[src/rtl/move_entry_fsm.sv]
// move_entry_fsm: maps the mouse cursor to a board square and sequences a local move
// (pick, hold, destination, place) with legality gating and cancellation, one decision per frame_tick.
// Optional: define MOVE_ENTRY_TIMEOUT_EN to auto-cancel a pick after TIMEOUT_FRAMES ticks.
// Ports:
//   clk, rst                        clock, synchronous active-high reset
//   frame_tick                      per-frame sampling strobe
//   mouse_xpos/ypos/left/right      cursor position and buttons (right = cancel)
//   my_color, turn_start            local colour, turn grant pulse
//   possible_moves, sq_piece        legal-destination mask, piece under sq_addr
//   sq_addr                         combinational cursor square
//   cursor_sq, cursor_valid         registered cursor square / on-board flag
//   pick_valid, pick_sq             current pick
//   move_valid, move_from, move_to  commit pulse and squares
//   move_cancel                     cancel pulse
//   led                             one-hot {HOLD_PLACE, WAIT_DEST, HOLD_PICK, SELECT}
module move_entry_fsm #(
    parameter int BOARD_N = 8,
    parameter int SQ_SHIFT = 6,
    parameter int X0 = 256,
    parameter int Y0 = 128,
    parameter int PIECE_W = 4,
    parameter int HALF = 6,
    parameter int TIMEOUT_FRAMES = 600,
    localparam int RW = $clog2(BOARD_N),
    localparam int IDX_W = 2 * RW
) (
    input  logic                       clk,
    input  logic                       rst,
    input  logic                       frame_tick,
    input  logic [11:0]                mouse_xpos,
    input  logic [11:0]                mouse_ypos,
    input  logic                       mouse_left,
    input  logic                       mouse_right,
    input  logic                       my_color,
    input  logic                       turn_start,
    input  logic [BOARD_N*BOARD_N-1:0] possible_moves,
    input  logic [PIECE_W-1:0]         sq_piece,
    output logic [IDX_W-1:0]           sq_addr,
    output logic [IDX_W-1:0]           cursor_sq,
    output logic                       cursor_valid,
    output logic                       pick_valid,
    output logic [IDX_W-1:0]           pick_sq,
    output logic                       move_valid,
    output logic [IDX_W-1:0]           move_from,
    output logic [IDX_W-1:0]           move_to,
    output logic                       move_cancel,
    output logic [3:0]                 led
);
    typedef enum logic [2:0] {IDLE, SELECT, HOLD_PICK, WAIT_DEST, HOLD_PLACE} state_t;
    localparam logic [12:0] EXT = 13'(BOARD_N << SQ_SHIFT);
    state_t state, nstate;
    logic [12:0] dx, dy;
    logic on_board, own, tmo, turn_pend, cflag, dest_self;
    logic do_pick, do_dest, do_commit, do_cancel;
    logic [IDX_W-1:0] dest;
    // Bit 12 of the 13-bit difference is the sign: negative means left of / above the board.
    assign dx = {1'b0, mouse_xpos} - 13'(X0);
    assign dy = {1'b0, mouse_ypos} - 13'(Y0);
    assign on_board = !dx[12] && !dy[12] && dx < EXT && dy < EXT;
    assign sq_addr = {dy[SQ_SHIFT +: RW], dx[SQ_SHIFT +: RW]};
    assign own = sq_piece != '0 && (my_color ? sq_piece > PIECE_W'(HALF) : sq_piece <= PIECE_W'(HALF));
    assign led = {state == HOLD_PLACE, state == WAIT_DEST, state == HOLD_PICK, state == SELECT};
    always_comb begin
        nstate = state;
        do_pick = 1'b0;
        do_dest = 1'b0;
        do_commit = 1'b0;
        do_cancel = 1'b0;
        dest_self = 1'b0;
        if (frame_tick) begin
            case (state)
                IDLE:       nstate = (turn_pend || turn_start) ? SELECT : IDLE;
                SELECT:     do_pick = mouse_left && on_board && own;
                HOLD_PICK:  begin
                    do_cancel = mouse_right || tmo;
                    nstate = (!do_cancel && !mouse_left) ? WAIT_DEST : state;
                end
                WAIT_DEST:  begin
                    do_cancel = mouse_right || tmo;
                    dest_self = sq_addr == pick_sq;
                    do_dest = !do_cancel && mouse_left && on_board && (dest_self || possible_moves[sq_addr]);
                end
                HOLD_PLACE: begin
                    do_cancel = !mouse_left && cflag;
                    do_commit = !mouse_left && !cflag;
                end
                default:    nstate = IDLE;
            endcase
            nstate = do_pick ? HOLD_PICK : do_dest ? HOLD_PLACE : do_cancel ? SELECT : do_commit ? IDLE : nstate;
        end
    end
`ifdef MOVE_ENTRY_TIMEOUT_EN
    localparam int TW = $clog2(TIMEOUT_FRAMES + 1);
    logic [TW-1:0] tmo_cnt;
    // The tick that would bring the count to TIMEOUT_FRAMES is the one that cancels.
    assign tmo = tmo_cnt == TW'(TIMEOUT_FRAMES - 1);
    always_ff @(posedge clk) begin
        if (rst)
            tmo_cnt <= '0;
        else if (frame_tick)
            tmo_cnt <= (nstate != state || !(state inside {HOLD_PICK, WAIT_DEST})) ? '0 : tmo_cnt + 1'b1;
    end
`else
    logic unused_timeout;
    assign unused_timeout = |TIMEOUT_FRAMES;
    assign tmo = 1'b0;
`endif
    always_ff @(posedge clk) begin
        if (rst) begin
            state <= IDLE;
            turn_pend <= 1'b0;
            cursor_sq <= '0;
            cursor_valid <= 1'b0;
            pick_valid <= 1'b0;
            pick_sq <= '0;
            dest <= '0;
            cflag <= 1'b0;
            move_valid <= 1'b0;
            move_from <= '0;
            move_to <= '0;
            move_cancel <= 1'b0;
        end else begin
            state <= nstate;
            // A turn grant between ticks is held so the next tick can act on it.
            turn_pend <= frame_tick ? 1'b0 : (turn_pend || (turn_start && state == IDLE));
            move_valid <= do_commit;
            move_cancel <= do_cancel;
            if (frame_tick) begin
                cursor_sq <= sq_addr;
                cursor_valid <= on_board;
            end
            if (do_pick) begin
                pick_sq <= sq_addr;
                pick_valid <= 1'b1;
            end
            if (do_commit || do_cancel)
                pick_valid <= 1'b0;
            if (do_dest) begin
                dest <= sq_addr;
                cflag <= dest_self;
            end
            if (do_commit) begin
                move_from <= pick_sq;
                move_to <= dest;
            end
        end
    end
endmodule
[config.mk]
export PLATFORM = sky130hd
export DESIGN_NAME = move_entry_fsm
export DESIGN_NICKNAME = d
export VERILOG_FILES = /design/src/rtl/move_entry_fsm.sv
export SDC_FILE = /design/constraint.sdc
export NUM_CORES = 1
export LEC_CHECK = 0
export ABC_AREA = 1
export BUFFER_PORTS_ARGS = -buffer_cell sky130_fd_sc_hd__buf_2
export CORE_UTILIZATION = 40
export DETAILED_ROUTE_END_ITERATION = 12
export PLACE_DENSITY = 0.77
export SLEW_MARGIN = 20
export SYNTH_ARGS = -nofsm -noshare
export SYNTH_HDL_FRONTEND = slang
export SYNTH_SLANG_ARGS = --single-unit
[constraint.sdc]
create_clock -name clk -period 1.85 [get_ports clk]
set_clock_uncertainty 0.05 [all_clocks]
set_input_delay 0.0925 -clock clk [delete_from_list [all_inputs] [get_ports clk]]
set_output_delay 0.0925 -clock clk [all_outputs]
set_load 0.005 [all_outputs]
; Yosys cells after proc, flatten, opt, wreduce, memory -nomap -nowiden
; Index checks and enable logic that the tools add are counted.
[word_totals]
regBits = 39
inputBits = 99
output_inout_bits = 38
wordCells = 79
[classes]
addsub = 2
n_lt_le_gt_ge = 5
n_eq_ne = 7
n_mux = 24
n_reduce_logical = 29
[ops]
columns = cell, count
row1 = $lt 13x10->1 const B, 2
row2 = $mux 1, 16
row3 = $mux 3, 5
row4 = $logic_and 1x1->1, 13
row5 = $sub 12x8->13 const B, 1
row6 = $sub 12x9->13 const B, 1
row7 = $pmux 3 s3, 1
row8 = $lt 6x7->1 const B, 1
row9 = $bmux 1 s6, 1
row10 = $eq 3x2->1 const B, 2
row11 = $eq 6x6->1, 1
row12 = $ne 6x1->1 const B, 1
row13 = $reduce_or 2->1, 3
row14 = $logic_not 1->1, 5
row15 = $ne 5x1->1 const B, 1
row16 = $gt 4x3->1 const B, 1
row17 = $le 4x3->1 const B, 1
row18 = $logic_or 1x1->1, 4
row19 = $reduce_bool 4->1, 1
row20 = $eq 3x1->1 const B, 1
row21 = $eq 3x3->1 const B, 1
row22 = $logic_not 3->1, 1
row23 = $reduce_and 3->1, 1
row24 = $reduce_or 3->1, 1
row25 = $pmux 1 s2, 1

; Longest topological paths before layout
; Gate-level depths: netlist of run 1.
[logic_depth]
ltp_word = 11
ltp_mapped = 17
depth_no_buf = 15

; Worst setup path before layout of run 1
; OpenSTA, ideal clock, no wires.
[synth_path]
path_kind = in2reg
from = in mouse_xpos[8]
to = reg dest[4]
setup_time_ns = 0.139
t_arrival_ns = 1.659
t_required_ns = 1.661
path_slack_ns = 0.001
stages = 11
path_buffers = 2
cell_sequence = inv_2 buf_2 ha_1 nand3_1 nor3_2 nand4_1 nor4_4 nand3_2 buf_6 nor2_1 a211oi_2
[synth_between]
elab_cells_between_ends = 15
classes_between = add/sub: 1 / order compare: 1 / eq/ne: 1 / mux: 5 / reduce/logical: 7
[synth_rtl]
columns = element, line
row1 = "start, declared", 30  ; input logic [11:0] mouse_xpos,
row2 = $sub 12x9->13 *, 57  ; assign dx = {1'b0, mouse_xpos} - 13'(X0);
row3 = named net sq_addr[2], 38  ; output logic [IDX_W-1:0] sq_addr,
row4 = $lt 13x10->1, 59  ; assign on_board = !dx[12] && !dy[12] && dx < EXT && dy < EXT;
row5 = $logic_and 1x1->1 (2 in a row), 59
row6 = $logic_and 1x1->1, 81  ; do_dest = !do_cancel && mouse_left && on_board && (dest_self || possible_moves[sq_addr]);
row7 = $logic_and 1x1->1 *, 81
row8 = $mux 1 *, 71  ; case (state)
row9 = $mux 1 * (2 in a row), 70  ; if (frame_tick) begin
row10 = "end signal, assigned", 139  ; dest <= sq_addr;
row11 = "end, declared", 55  ; logic [IDX_W-1:0] dest;
; The timed path passes the listed nets; every way through them passes the cells marked *. The select of a mux whose other input is x is not followed.
; A chain may end at the register's enable or synchronous reset.

; Worst setup path after layout of run 1
[layout_path]
from = reg pick_sq[4]
to = reg dest[2]
[layout_between]
elab_chain_len = 6
[layout_rtl]
columns = element, line
row1 = "start, declared", 42  ; output logic [IDX_W-1:0] pick_sq,
row2 = "start signal, assigned", 133  ; pick_sq <= sq_addr;
row3 = $eq 6x6->1, 80  ; dest_self = sq_addr == pick_sq;
row4 = $logic_or 1x1->1, 81
row5 = $logic_and 1x1->1, 81
row6 = $mux 1, 71
row7 = $mux 1 (2 in a row), 70
; Every way passes these cells. The select of a mux whose other input is x is not followed.

==> impl_metrics.ini, run 1 <==
[floorplan]
placementRows = 28
die_y_um = 80.36
core-area_sq_um = 5921
fp.dieW_um = 80.36
pin_count = 137
die_area_sq_um = 6458
start_util_pct = 41.48

[logic_synthesis]
syn_inst = 375
synthesis.area_sq_um = 2456
ys_ff_latch = 39
async_reset_ff_share_pct = 0
ys_types = 31
synthFlopType = dfxtp_1
synth_largest_area_cell = dfxtp_1
synth_edf_count = 0
ys_seq_area_share_pct = 31.79
syn_area_per_cell_sq_um = 6.550
synth.top_cell.area_share_pct = 31.79
synth.net_count = 476
ys.warnings.count = 0
synthTopCellsByArea = dfxtp_1 (32%), nand2_1 (15%), nand3_1 (13%)

[status]
status = finished, final reports clean

[routing]
ant_nets = 0
route.detailed.drc = 0
vias = 2880
routed_wirelength_um = 7101
vias_per_cell = 5.017
firstDrtPassIters = 4
post_drt_wl_per_cell_um = 12.37
drtIter0Drc = 123

[clock_network]
numCtsBuffers = 5
clock_path_buffers = 2
htreeDepth = 2
cts_tree = yes
clk_latency_ns = 0.29
cts_sinks = 39
clockRootBuffer = clkbuf_8
holdBufCountCts = 0
path_clk_slew_ns = 0.07

[power]
p_int_uw = 1594
irDropWorstVdd_uv = 466.1
clkPwrFrac_pct = 38.7
seq_power_share_pct = 40.6
power_density_nw_per_um2 = 651.8
power.leakage_uw = 0.001669
power.switching_uw = 551.9
power_frac_comb_pct = 20.7
switching_share_pct = 25.72

[setup_path]
worstPathRequired_ns = 1.97
critPathCaptureType = flop
startpoint_type = flop
arrival_ns = 1.85
path_class = reg2reg
critPathMaxFanout = 11

[sta]
setup_violations = 0
clock.fmax_mhz = 579.1
slew_headroom_pct = 78.26
finalHoldViolCount = 0
fin_crit_sh_pct = 93.34
min_period_ns = 1.727
slew_violations = 0
rsz0062_at_grt = no
worstMarginPinSlew_ns = 0.3256

[global_routing]
grt_pass1_vias = 2662
grt-busiest-layer = met2
grt_use_met1_pct = 26.82
grtUsageTotal_pct = 22.39
use_met3_pct = 5.227
overflow = 0
grt_pass1_wl_um = 11430
antenna_found_initial = 0
met2_usage_pct = 40.17
grt_max_degree = 37

[finish]
diodes = 0
nFillCells = 595
multi_input_area_sq_um = 1330
final_core_util_pct = 55.60
drive_gt1_share_pct = 33.47
stdcell_area_sq_um = 3292
area_delta_synth_final_pct = 34.03
seq_area_sq_um = 780.7
nets = 599

[worst_hold_path]
hold_path.class = in2reg

[place]
post_dp_cell_area_sq_um = 3143
gp_congestion = 0.8159
io_buffer_count = 124
dp_hpwl_um = 5501

[run]
maxCapViolations = 0
-- logic make-up (layout without fill, tap and decap cells) --
logic type	after synthesis	in the layout	share of synthesized area, %
adders and majority gates	2	2	1.019
and+or+nand+nor	203	203	37.54
buffers and inverters	74	198	14.72
DFF	39	39	31.79
AOI/OAI and AO/OA	55	55	14.21
xor gates and xnor gates	2	2	0.7133
-- state kept, by name (all words and copies together), names as in the netlist --
register and cells:
cflag 1, turn_pend 1, pick_valid 1, pick_sq 6, dest 6, move_to 6
state 3, cursor_valid 1, cursor_sq 6, move_cancel 1, move_valid 1, move_from 6
-- cells in the mapped netlist, types with 2 or more instances --
cell       n
a21oi_1   14
clkbuf_1   4
a211oi_2   5
ha_1       2
buf_4      7
nand3b_1   2
nand4_1    4
o21ai_0   13
nor3_1     4
buf_2      6
inv_1     46
inv_2      4
o22ai_1   13
nand3_1   65
nand3_2    3
a211oi_1   4
xor2_1     2
nor2_1    25
o21ai_1    2
dfxtp_1   39
nand2_1   95
buf_6      6
nor3_2     2
-- layer usage --
metal | share of wire, % | up-vias
met5 | 0 | -
met4 | 0.63 | 0
met3 | 5.6 | 4
met2 | 50 | 84
met1 | 44 | 1320
li1 | - | 1472
-- area by class of cell --
class                   instances  share of cell area [%]
multi-input cells             262                   40.40
flip-flops and latches         39                   23.72
repair buffers                139                   23.03
inverters                      51                   5.967
well taps                      75                   2.851
clock buffers                   6                   2.204
clock inverters                 2                   1.824
-- path summary, 6_finish.rpt --
| path | startpoint | endpoint | slack, ns | depth (start not counted) |
|---|---|---|---|---|
| worst max-delay path | pick_sq[4] | dest[2] | 0.12 | 9 |
| worst min-delay path | mouse_ypos[7] | cursor_sq[4] | 0.09 | 3 |
| worst max register to register | pick_sq[4] | dest[2] | 0.12 | 9 |
| worst min register to register | dest[5] | dest[5] | 0.41 | 2 |
-- critical path, stage by stage (launching register included) --
cell,delay (ns)
dfxtp_1,0.36
inv_1,0.10
a21oi_1,0.14
nand4_1,0.10
nand3b_1,0.24
nand3_2,0.15
nand3_2,0.12
buf_12,0.18
nor2_1,0.12
a211oi_2,0.04
-- through the flow --
step / total power (uW) / instances / hold slack [ns] / worst slack (ns) / TNS (ns)
after global routing: 2253 / 574 / 0.07648 / 0.001272 / 0
after CTS: 2152 / 574 / 0.07984 / 0.07031 / 0
after detailed placement: 1328 / 566 / 0.3739 / -0.09566 / -0.6447
after floorplan: 1151 / 375 / 0.1210 / 0.001208 / 0
after global placement: 1320 / 566 / 0.3686 / 0.008403 / 0
final: 2146 / 574 / 0.08609 / 0.1231 / 0
-- what timing repair did --
action                                  4_1_cts  5_1_grt
endpoints found under the setup margin        0       16
buffers inserted                              0        0
gates resized for setup                       0        5
hold endpoints to repair                      0        0
-- layout by cell type, fill, tap and decap left out, types with 4 or more instances in the layout --
| master | instances |
|---|---|
| o22ai_1 | 13 |
| dfxtp_1 | 39 |
| nand2_1 | 94 |
| buf_2 | 124 |
| a211oi_2 | 5 |
| nor2_1 | 24 |
| inv_1 | 45 |
| inv_2 | 5 |
| nand3_1 | 65 |
| buf_4 | 13 |
| clkbuf_8 | 5 |
| nand4_1 | 4 |
| o21ai_0 | 13 |
| a211oi_1 | 4 |
| a21oi_1 | 14 |
-- power by group through the flow --
stage,Sequential (uW),Clock (uW),Combinational [uW]
after global placement,888,0,432
after floorplan,886,0,265
final,871,830,445
after detailed placement,887,0,440
after CTS,868,842,442
after global routing,873,878,502
(Power assumes the default switching activity.)
==> run 2, diff against run 1 <==
--- a/config.mk
+++ b/config.mk
@@ -7,9 +7,9 @@
 export LEC_CHECK = 0
 export ABC_AREA = 1
 export BUFFER_PORTS_ARGS = -buffer_cell sky130_fd_sc_hd__buf_2
-export CORE_UTILIZATION = 40
+export CORE_UTILIZATION = 33
 export DETAILED_ROUTE_END_ITERATION = 12
-export PLACE_DENSITY = 0.77
+export PLACE_DENSITY = 0.66
 export SLEW_MARGIN = 20
 export SYNTH_ARGS = -nofsm -noshare
 export SYNTH_HDL_FRONTEND = slang
==> run 2 against run 1 <==
Compared with the run above: global-route usage shrank 1.7 points; register-to-register slack improved by 0.05 ns; die area rose by 21%; count of clock-buffer cells in the layout is the same; critical path depth did not move; via count grew 1.0%; non-clock buffer count is 7 higher; critical path type unchanged; highest routed layer unchanged.
==> impl_metrics.ini, run 2 (synthesized netlist as in run 1, its figures left out) <==
[global_routing]
grt_pass1_wl_um = 12710
grt_max_degree = 35
grt_pass1_vias = 2838
overflow = 0
antenna_found_initial = 0
grtUsageTotal_pct = 20.64

[place]
dp_hpwl_um = 5790
pre_cts_slack_ns = -0.1164
io_buffer_count = 124
gp_congestion = 0.8106

[sta]
setup_violations = 0
clock.fmax_mhz = 596.6
fin_crit_sh_pct = 90.60
finalHoldViolCount = 0
min_period_ns = 1.676
holdWs_ns = 0.07721
layout_setup_ws_ns = 0.1739
slew_violations = 0
slew_headroom_pct = 79.13
worstMarginPinSlew_ns = 0.3131

[clock_network]
clock_path_buffers = 2
clk_latency_ns = 0.29
htreeDepth = 2
path_clk_slew_ns = 0.08
numCtsBuffers = 5
holdBufCountCts = 0
cts_sinks = 39
cts_tree = yes
clockRootBuffer = clkbuf_8

[setup_path]
arrival_ns = 1.85
path_class = reg2reg
critPathMaxFanout = 9
startpoint_type = flop
critPathCaptureType = flop
worstPathRequired_ns = 2.02

[routing]
post_drt_wl_per_cell_um = 12.17
route.detailed.drc = 0
drtIter0Drc = 101
vias_per_cell = 4.808
firstDrtPassIters = 4
ant_nets = 0
vias = 2909
routed_wirelength_um = 7361

[finish]
final_cell_mix = buf_2 (124), nand2_1 (93), nand3_1 (64)
final_common_cell = buf_2
diodes = 0
nets = 606
area_delta_synth_final_pct = 39.33
drive_gt1_share_pct = 35.97

[power]
power_density_nw_per_um2 = 639.2
irDropWorstVdd_uv = 326.3
power.leakage_uw = 0.001703
p_total_uw = 2187

[floorplan]
die_area_sq_um = 7792
placementRows = 31
fp.dieW_um = 88.27
die_y_um = 88.27
start_util_pct = 34.04
core-area_sq_um = 7214
pin_count = 137

[worst_hold_path]
hold_path.class = in2reg

[run]
maxCapViolations = 0

[status]
status = finished, final reports clean
==> run 2: final timing paths <==
path | from | endpoint | slack [ns] | cells past startpoint
hold / removal | turn_start | turn_pend | 0.08 | 3
hold reg to reg | dest[5] | dest[5] | 0.41 | 2
setup reg to reg | pick_sq[1] | dest[4] | 0.17 | 9
setup / recovery | pick_sq[1] | dest[4] | 0.17 | 9
==> run 2: critical path: stages (launching register included) <==
cell and delay, ns:
dfxtp_1 0.36, inv_1 0.11, nor2_1 0.05, a21oi_1 0.11
nand4_1 0.08, nand3b_1 0.21, nand3_2 0.14, nand3_4 0.12
buf_4 0.20, a211oi_2 0.18
==> run 2: power by group <==
group	switching, uW	leakage (uW)	internal, uW
Clock	308	0.0000654	539
Combinational	256	0.00132	215
Sequential	13.2	0.000317	855
Total	577	0.00170	1610
==> run 2: final cells by class <==
cell class / instances / area (sq um)
fill: 808 / 3792
multi-input combinational: 262 / 1363
timing repair buffer: 146 / 823.3
sequential: 39 / 783.3
inverter: 51 / 196.4
tap: 99 / 123.9
clock buffer: 6 / 72.57
clock inverter: 2 / 60.06
==> run 2: routing by layer <==
layer	wire length [um]	global-route usage (%)
met5	0	0
met4	40	3.959
met3	355	3.825
met2	3652	37.13
met1	3313	25.80
==> run 2: metrics by stage <==
step | util [%] | instance area (sq um) | instances | TNS, ns
after floorplan | - | 2456 | 375 | 0
after global placement | 44.29 | 3196 | 593 | -0.1627
after detailed placement | 44.29 | 3196 | 593 | -0.5208
after CTS | 46.13 | 3328 | 601 | 0
after global routing | 47.43 | 3422 | 605 | -0.003507
final | 47.43 | 3422 | 605 | 0
==> run 2: repair_timing <==
action                     CTS  global route
resized for setup            0            18
buffers inserted             0             4
setup endpoints to repair    0            21
==> run 3, diff against run 2 <==
--- a/config.mk
+++ b/config.mk
@@ -7,6 +7,7 @@
 export LEC_CHECK = 0
 export ABC_AREA = 1
 export BUFFER_PORTS_ARGS = -buffer_cell sky130_fd_sc_hd__buf_2
+export CORE_MARGIN = 2
 export CORE_UTILIZATION = 33
 export DETAILED_ROUTE_END_ITERATION = 12
 export PLACE_DENSITY = 0.66
==> run 3 against run 2 <==
Compared with the run above: routed wire length rose by 2.6%; combinational power fell by 2%; worst hold slack improved by 0.0042 ns; cell count rose by 0.33%; clock power fell by 32%; critical path type is now in2reg.
==> impl_metrics.ini, run 3 (synthesized netlist as in run 1, its figures left out) <==
[routing]
routed_wirelength_um = 7551
ant_nets = 0
drtIter0Drc = 104
firstDrtPassIters = 4
vias = 2915
post_drt_wl_per_cell_um = 12.44
vias_per_cell = 4.802
route.detailed.drc = 0

[finish]
final_cell_mix = buf_2 (124), nand2_1 (94), nand3_1 (65)
seq_area_sq_um = 782.0
drive_gt1_share_pct = 35.63
area_delta_synth_final_pct = 36.53
multi_input_area_sq_um = 1345
final_cells = 607
nFillCells = 810
diodes = 0
nets = 608
stdcell_area_sq_um = 3353
final_common_cell = buf_2

[floorplan]
placementRows = 31
die_area_sq_um = 8149
start_util_pct = 34.04
die_y_um = 90.27
fp.dieW_um = 90.27
core-area_sq_um = 7214
pin_count = 137

[sta]
setup_violations = 0
min_period_ns = 1.702
slew_violations = 0
clock.fmax_mhz = 587.6
finalHoldViolCount = 0
worstMarginPinSlew_ns = 0.3250
fin_crit_sh_pct = 91.98
rsz0062_at_grt = yes
slew_headroom_pct = 78.30

[place]
io_buffer_count = 124
dp_cells = 595
gp_congestion = 0.8044
dp_hpwl_um = 5937
post_dp_cell_area_sq_um = 3198

[clock_network]
clock_path_buffers = 2
clk_latency_ns = 0.30
htreeDepth = 2
numCtsBuffers = 5
cts_sinks = 39
clockRootBuffer = clkbuf_8
path_clk_slew_ns = 0.08
cts_tree = yes

[power]
power_density_nw_per_um2 = 567.4
irDropWorstVdd_uv = 311.1
power.leakage_uw = 0.001684

[setup_path]
critPathCaptureType = flop
startpoint_type = primary input
path_class = in2reg
worstPathCellList = buf_2 -> inv_2 -> ha_1 -> xor2_1 -> nor3_2 -> nand4_1 -> nor4_4 -> buf_4 -> nand3_4 -> buf_6 -> a211oi_2
arrival_ns = 1.87
worstPathRequired_ns = 2.02
critPathMaxFanout = 8
slowest_delay_ns = 0.30
cp_slowest_cell = nor4_4

[global_routing]
grtUsageTotal_pct = 19.33
overflow = 0
grt_pass1_vias = 2862
antenna_found_initial = 0
grt_pass1_wl_um = 13120
grt_max_degree = 34

[status]
status = finished, final reports clean

[run]
maxCapViolations = 0

[worst_hold_path]
hold_path.class = in2reg
-- run 3: repair_timing --
item	CTS	global route
gates resized for setup	0	13
endpoints found under the setup margin	0	23
hold buffers	0	0
setup buffers	0	4
-- run 3: layout make-up --
type | count | area share, %
inverter | 51 | 5.858
clock buffer | 6 | 2.164
multi-input combinational | 262 | 40.11
tap | 99 | 3.694
sequential | 39 | 23.32
timing repair buffer | 148 | 24.48
clock inverter | 2 | 0.3731
-- run 3: final timing paths --
check	from	endpoint	slack, ns	cells past startpoint
setup reg to reg	pick_sq[2]	dest[2]	0.18	8
setup / recovery	mouse_xpos[8]	dest[2]	0.15	11
hold / removal	turn_start	turn_pend	0.08	3
hold reg to reg	dest[5]	dest[5]	0.41	2
-- run 3: metal layers --
| metal | global-route usage [%] | wire length [um] | part of all wire [%] | vias up |
|---|---|---|---|---|
| met5 | 0 | 0 | 0 | - |
| met4 | 5.256 | 98 | 1.3 | 0 |
| met3 | 4.925 | 425 | 5.6 | 10 |
| met2 | 33.33 | 3683 | 49 | 76 |
| met1 | 23.94 | 3343 | 44 | 1337 |
| li1 | - | - | - | 1492 |
-- run 3: critical path, delay by kind of cell --
kind	cells	cell delay, ns
buf+inv	4	0.46
simple gates	4	0.78
xor+xnor	1	0.15
compound gates	1	0.18
fa+ha+maj	1	0.19
-- run 3: where the power goes --
| group | leakage, uW | switching, uW | total, uW | internal [uW] |
|---|---|---|---|---|
| logic | 0.00133 | 254 | 461 | 207 |
| registers | 0.000316 | 13.6 | 869 | 855 |
| clock network | 0.0000412 | 309 | 573 | 263 |
| total | 0.00168 | 577 | 1900 | 1330 |
-- run 3: stage by stage --
stage / setup WS [ns] / utilization [%] / hold slack (ns) / TNS, ns / power (uW)
floorplan: 0.001208 / - / 0.1210 / 0 / 1151
global placement: -0.03961 / 44.33 / 0.3633 / -0.2038 / 1332
detailed placement: -0.08697 / 44.33 / 0.3797 / -0.3988 / 1339
CTS: 0.04808 / 45.51 / 0.08354 / 0 / 1907
global route: -0.007323 / 46.48 / 0.09358 / -0.007969 / 2012
finish: 0.1483 / 46.48 / 0.08142 / 0 / 1902
